===== config.mk =====
export PLATFORM = sky130hd
export DESIGN_NAME = output_unit
export DESIGN_NICKNAME = d
export VERILOG_FILES = /design/src/rtl/output_unit.sv
export SDC_FILE = /design/constraint.sdc
export NUM_CORES = 2
export LEC_CHECK = 0
export CORE_MARGIN = 2
export CORE_UTILIZATION = 35
export CTS_CLUSTER_DIAMETER = 120
export DETAILED_ROUTE_END_ITERATION = 16
export GPL_ROUTABILITY_DRIVEN = 0
export PLACE_DENSITY = 0.56
export SYNTH_ARGS = -nofsm -noshare
export SYNTH_HDL_FRONTEND = slang
export SYNTH_SLANG_ARGS = --single-unit

===== constraint.sdc =====
create_clock -name clk -period 19.05 [get_ports clk]
set_clock_uncertainty 0.05 [all_clocks]
set_input_delay 2.8575 -clock clk [delete_from_list [all_inputs] [get_ports clk]]
set_output_delay 2.8575 -clock clk [all_outputs]
set_load 0.01 [all_outputs]

===== src/rtl/output_unit.sv =====
// 64-point FFT output stage: 8x8-lane digit-reversed frame in, 64 natural-order samples out; sample 0 two edges after beat 7.
// Ping-pong banks; in_ready drops only while both banks hold unsent frames; no output backpressure.
module output_unit #(
    parameter int DW = 10
) (
    input  logic            clk,
    input  logic            rst_n,
    input  logic            in_valid,
    output logic            in_ready,
    input  logic [8*DW-1:0] dinre,
    input  logic [8*DW-1:0] dinim,
    output logic            dout_valid,
    output logic [DW-1:0]   doutre,
    output logic [DW-1:0]   doutim,
    output logic            dout_last
);

    typedef enum logic {S_IDLE, S_SEND} state_t;

    logic [DW-1:0] r_mem_re [0:1][0:63];
    logic [DW-1:0] r_mem_im [0:1][0:63];

    state_t        r_state;
    logic [1:0]    r_full;
    logic          r_wb;
    logic          r_rb;
    logic [2:0]    r_wcnt;
    logic [5:0]    r_rcnt;
    logic          r_dout_valid;
    logic          r_dout_last;
    logic [DW-1:0] r_doutre;
    logic [DW-1:0] r_doutim;

    logic          w_wr_en;
    logic [5:0]    w_raddr;
    logic [DW-1:0] w_rd_re;
    logic [DW-1:0] w_rd_im;

    assign in_ready = !r_full[r_wb];
    assign w_wr_en  = in_valid && in_ready;

    // Entries are stored as {beat, lane}; natural bin n lives at beat n%8, lane n/8.
    assign w_raddr = {r_rcnt[2:0], r_rcnt[5:3]};
    assign w_rd_re = r_mem_re[r_rb][w_raddr];
    assign w_rd_im = r_mem_im[r_rb][w_raddr];

    always_ff @(posedge clk) begin
        if (w_wr_en) begin
            for (int j = 0; j < 8; j++) begin
                r_mem_re[r_wb][{r_wcnt, 3'(j)}] <= dinre[DW*j +: DW];
                r_mem_im[r_wb][{r_wcnt, 3'(j)}] <= dinim[DW*j +: DW];
            end
        end
    end

    always_ff @(posedge clk or negedge rst_n) begin
        if (!rst_n) begin
            r_state      <= S_IDLE;
            r_full       <= 2'b00;
            r_wb         <= 1'b0;
            r_rb         <= 1'b0;
            r_wcnt       <= 3'd0;
            r_rcnt       <= 6'd0;
            r_dout_valid <= 1'b0;
            r_dout_last  <= 1'b0;
            r_doutre     <= '0;
            r_doutim     <= '0;
        end else begin
            if (w_wr_en) begin
                r_wcnt <= r_wcnt + 3'd1;
                if (r_wcnt == 3'd7) begin
                    r_full[r_wb] <= 1'b1;
                    r_wb         <= ~r_wb;
                end
            end
            case (r_state)
                S_IDLE: begin
                    r_dout_valid <= 1'b0;
                    r_dout_last  <= 1'b0;
                    if (r_full[r_rb])
                        r_state <= S_SEND;
                end
                S_SEND: begin
                    r_doutre     <= w_rd_re;
                    r_doutim     <= w_rd_im;
                    r_dout_valid <= 1'b1;
                    r_dout_last  <= (r_rcnt == 6'd63);
                    r_rcnt       <= r_rcnt + 6'd1;
                    if (r_rcnt == 6'd63) begin
                        r_full[r_rb] <= 1'b0;
                        r_rb         <= ~r_rb;
                        // A frame already waiting in the other bank streams out with no gap.
                        if (!r_full[~r_rb])
                            r_state <= S_IDLE;
                    end
                end
                default: r_state <= S_IDLE;
            endcase
        end
    end

    assign dout_valid = r_dout_valid;
    assign dout_last  = r_dout_last;
    assign doutre     = r_doutre;
    assign doutim     = r_doutim;

endmodule


# ---- Word level (Yosys, flattened, before mapping)
# Memories as Yosys holds them, arrays and structs flattened.
# Index checks and enable logic that the tools add are counted.
dict set report op_classes {
  add_sub_neg 2
  mul 0
  div_mod_pow 0
  magnitude_cmp 22
  n_eq_ne 2
  shift 0
  muxes 9011
  bitwise_logic 8975
  n_reduce_logical 14
}
# op count
set op_table {}
lappend op_table {{$mux W1} 8972}
lappend op_table {{$or A1 B1 Y1} 8960}
lappend op_table {{$mux W640} 8}
lappend op_table {{$demux W10 S6} 8}
lappend op_table {{$bmux W10 S6} 2}
lappend op_table {{$mux W10} 12}
lappend op_table {{$ge A7 B7 Y1 const B} 9}
lappend op_table {{$not A6 Y7} 9}
lappend op_table {{$lt A7 B1 Y1 const B} 8}
lappend op_table {{$logic_and A1 B1 Y1} 11}
lappend op_table {{$mux W2} 4}
lappend op_table {{$add A6 B1 Y6 const B} 1}
lappend op_table {{$eq A6 B6 Y1 const B} 1}
lappend op_table {{$lt A1 B2 Y1 const B} 3}
lappend op_table {{$pmux W1 S2} 3}
lappend op_table {{$reduce_and A2 Y1} 2}
lappend op_table {{$add A3 B1 Y3 const B} 1}
lappend op_table {{$eq A3 B3 Y1 const B} 1}
lappend op_table {{$not A1 Y1} 3}
lappend op_table {{$and A2 B2 Y2} 1}
lappend op_table {{$demux W1 S1} 2}
lappend op_table {{$ge A1 B1 Y1 const B} 2}
lappend op_table {{$not A2 Y2} 1}
lappend op_table {{$or A2 B2 Y2} 1}
lappend op_table {{$logic_not A1 Y1} 1}
dict set report totals {
  ff_bits 36
  latchBits 0
  ram_bits 2560
  romBits 0
  inputBits 163
  word_cells 18038
  n_memories 2
}
# memory depth word_bits read_ports rd_ports_with_merged_regs wr line_no
set mem_list {}
lappend mem_list {r_mem_im 2 640 1 0 1 21} ;# logic [DW-1:0] r_mem_im [0:1][0:63];
lappend mem_list {r_mem_re 2 640 1 0 1 20} ;# logic [DW-1:0] r_mem_re [0:1][0:63];

# ---- Longest topological paths before layout
dict set report logic_depth {
  ltp_word 13
  depth_mapped 13
}

# ---- Worst setup path after synthesis
# Ideal clock, no wire load.
dict set report synth_path {
  kind {input -> register}
  startpoint {input in_valid}
  endpoint {memory r_mem_im[0][480] (netlist name), enable pin}
  arrival_ns 18.428
  required_time_ns 17.928
  slack_ns -0.500
  cell_stages 4
  path_buffers 1
  cell_sequence {and2_1 -> nand2_1 -> clkbuf_1 -> nor4_1}
}
dict set report synth_via {
  elab_chain_len 10
}
# element line_no
set synth_lines {}
lappend synth_lines {{from (decl)} 8} ;# input logic in_valid,
lappend synth_lines {{$logic_and A1 B1 Y1 *} 40} ;# assign w_wr_en = in_valid && in_ready;
lappend synth_lines {{$mux W1 *} 48} ;# if (w_wr_en) begin
lappend synth_lines {{$mux W640 (implied by the code)} 51} ;# r_mem_im[r_wb][{r_wcnt, 3'(j)}] <= dinim[DW*j +: DW];
lappend synth_lines {{$or A1 B1 Y1 (no line) (6 in series)} --}
lappend synth_lines {{$or A1 B1 Y1 (no line) *} --}
lappend synth_lines {{to (decl)} 21}
# Mark *: on every way between the ends. The rest lies on a longest branch, timed or not.

# ---- Final worst setup path
dict set report layout_path {
  startpoint {input in_valid}
  endpoint {memory r_mem_im[0][341] (netlist name), enable pin}
}
# The elaborated chain is that of the path after synthesis.

==> results.yml <==
worst_setup_path:
  r2r-start: "r_rb$_DFFE_PN0P_"
  critPathKind: "primary input to register"
  regToRegSetupSlack_ps: 12720
  end_kind: "register"
  arrival_ps: 6810
  r2r_end: "doutre[9]$_DFFE_PN0P_"
  crit_required_ps: 19460
  startpoint_type: "primary input"
  critical_path_peak_fanout: 57
  worstRegToRegCells: 11
grt:
  antenna_found_initial: 17
  gr-total-overflow: 0
  grt_max_degree: 161
  grt_usage_pct: 19.80
  grt_pass1_wl_mm: 453.5
  grt_pass1_vias: 61850
timing:
  setup_tns_ps: 0
  worst_pin_slew_ps: 1382
  finalWorstSetupSlack_ps: 12650
  maxSlewViolCount: 0
  max_freq_mhz: 156.2
  post-route-min-period_ps: 6403
  fin_crit_sh_pct: 33.61
  max_slew_margin_pct: 7.870
  rsz0062_at_grt: "no"
  setup_viol: 0
  hold_violations: 0
logic_synthesis:
  synth_flop_cell: "edfxtp_1"
  synth_top_family_by_area: "multiplexers"
  synth_seq_cells: 2596
  postSynthCellCount: 6430
  async_flop_share_pct: 1.387
  syn_area_per_cell_um2: 17.09
  netlist.top_cell.by_area: "edfxtp_1"
  ys_top_cells_by_area: "edfxtp_1, mux4_2, nand2_1"
  synthAdderAreaFrac_pct: 0.03415
  synthXorXnorAreaFrac_pct: 0.05578
  synth_compound_area_share_pct: 6.203
  synth_mux_area_share_pct: 14.58
  syn-num-nets: 6596
  synth-seq-area-share_pct: 70.76
  ys_types: 51
  mappedNetlistArea_mm2: 0.1099
  synth_warnings: 0
  synth.top_cell.area_share_pct: 69.94
  yosys.area_share.simple_pct: 5.411
  synth_edf_count: 2560
layout:
  finalInstanceArea_mm2: 0.1238
  layout_common_cells: "edfxtp_1, nand2_1, mux4_2"
  syn_to_final_growth_pct: 12.67
  nNetsFinal: 6624
  drive_gt1_share_pct: 18.21
  fillCellCount: 28180
  final_common_cell: "edfxtp_1"
cts:
  clkTransAtPathRegs_ps: 60
  cts_buffers: 284
  root_buffer: "clkbuf_16"
  post_cts_resized: 0
  ctsHtreeMaxLevel: 5
  clock_path_buffers: 4
  cts_hold_buf: 0
  cts_tree: "built"
  clock_latency_ps: 860
  cts.sinks: 2596
  post_cts_buffers: 0
worst_hold_path:
  holdPathEnd: "doutre[8]$_DFFE_PN0P_"
  min_from: "doutre[8]$_DFFE_PN0P_"
  whs_path_depth: 2
  hp-class: "register to register"
power_and_ir_drop:
  ir_worst_vdd_uv: 90.06
  leakage_nw: 41.67
  powerDensity_mw_per_mm2: 138.3
floorplan:
  fp.dieW_um: 564.4
  core_mm2: 0.3122
  start_util_pct: 35.21
  dieHeight_um: 564.4
  ios: 186
  die-area_mm2: 0.3185
  rows: 205
route:
  via_per_inst: 5.601
  wire_per_inst_um: 29.64
  drt-met1-wl_mm: 133.5
  drtAntennaViolNets: 0
  wl_met3_mm: 23.21
  top_layer_used: "met5"
  route.detailed.drc: 0
  dr.pass1.iters: 6
  wl_met2_mm: 155.9
  drtIter0Drc: 7218
  drt_wl_total_mm: 320.4
  via_count: 60540
placement:
  hpwl_mm: 191.2
  io_buffers: 185
  post-place-ws_ps: 11730
  place_area_mm2: 0.1152
status:
  status: "finished, final reports clean"
run:
  cap_viol_max_count: 0
## worst max path at each step
| stage | slack, ps | from | cells past startpoint | end |
|---|---|---|---|---|
| 6_report | 12650 | in_valid | 7 | r_mem_im[0][341]$_DFFE_PP_ |
| 5_1_grt | 12170 | r_rb$_DFFE_PN0P_ | 11 | doutre[9]$_DFFE_PN0P_ |
| 4_1_cts | 12500 | r_rb$_DFFE_PN0P_ | 11 | doutre[9]$_DFFE_PN0P_ |
| 3_5_place_dp | 11730 | in_valid | 7 | r_mem_re[0][333]$_DFFE_PP_ |
| 3_3_place_gp | 11810 | in_valid | 7 | r_mem_re[0][333]$_DFFE_PP_ |
| 2_1_floorplan | -500 | in_valid | 4 | r_mem_im[0][480]$_DFFE_PP_ |
## state kept, by name, summed over array words and instances, names as in the netlist
| register | cells |
|---|---|
| dout_last | 1 |
| dout_valid | 1 |
| doutim | 10 |
| doutre | 10 |
| r_full | 2 |
| r_mem_im | 1280 |
| r_mem_re | 1280 |
| r_rb | 1 |
| r_rcnt | 6 |
| r_state | 1 |
| r_wb | 1 |
| r_wcnt | 3 |
## where the power goes
group	switching, mW	internal, mW	total [mW]	leakage [nW]
logic	2.94	1.83	4.78	13.9
registers	0.216	6.91	7.13	23.5
clock network	2.22	3.00	5.22	4.23
total	5.38	11.7	17.1	41.7
## area by class of cell
type	count	area (um^2)	area share, %
Tap cell	4140	5180	4.183
Sequential cell	2596	77790	62.82
Timing Repair Buffer	336	3048	2.461
Clock inverter	125	983.4	0.7942
Antenna cell	3	7.507	0.006063
Inverter	8	30.03	0.02425
Clock buffer	369	7664	6.189
Multi-Input combinational cell	3232	29120	23.52
## metrics by stage
step           hold slack (ps)  utilization [%]  total power [mW]  cells
3_5_place_dp             496.6            36.90             12.06  10310
2_1_floorplan            374.8                -             10.43   6430
5_1_grt                  531.5            39.67             17.74  10810
3_3_place_gp             503.8            36.90             11.98  10310
4_1_cts                  504.7            39.67             17.26  10810
6_report                 502.2            39.67             17.12  10810
## critical path, stage by stage
cell and delay (ps):
clkdlybuf4s50_1 560, and2_1 250, nand2_1 480, nor3_2 240, buf_4 740, buf_4 820, buf_4 680
## routing by layer
layer | vias up | GRT usage, %
met1 | 32360 | 27.73
met2 | 2518 | 32.54
li1 | 25200 | -
met3 | 458 | 2.682
met4 | 2 | 5.075
met5 | - | 0
## logic make-up after synthesis
family / count (synthesis)
compound gates: 924
xor+xnor: 7
fa+ha+maj: 3
buf+inv: 602
flops: 2596
mux: 829
simple gates: 1469
## synth_stat cells, drive strengths merged, types with 2 or more instances
cell and n:
a21boi 5, a2111oi 26, a2111o 5, dfrtp 36
nor4 2, a22oi 97, ha 3, or3 6
a31oi 19, clkbuf 265, o22ai 28, nand2b 15
o221ai 27, nand4 10, a311oi 6, buf 329
mux4 615, a21oi 70, inv 7, nor2 37
a211oi 20, nand2 1247, nor2b 88, a22o 19
nor3 15, a221oi 18, or2 4, mux2 22
mux2i 192, edfxtp 2560, a21o 560, xnor2 6
nand3b 10, nand3 29, o32ai 3, a211o 5
o21ai 14, and2 5
(Power assumes the default switching activity.)
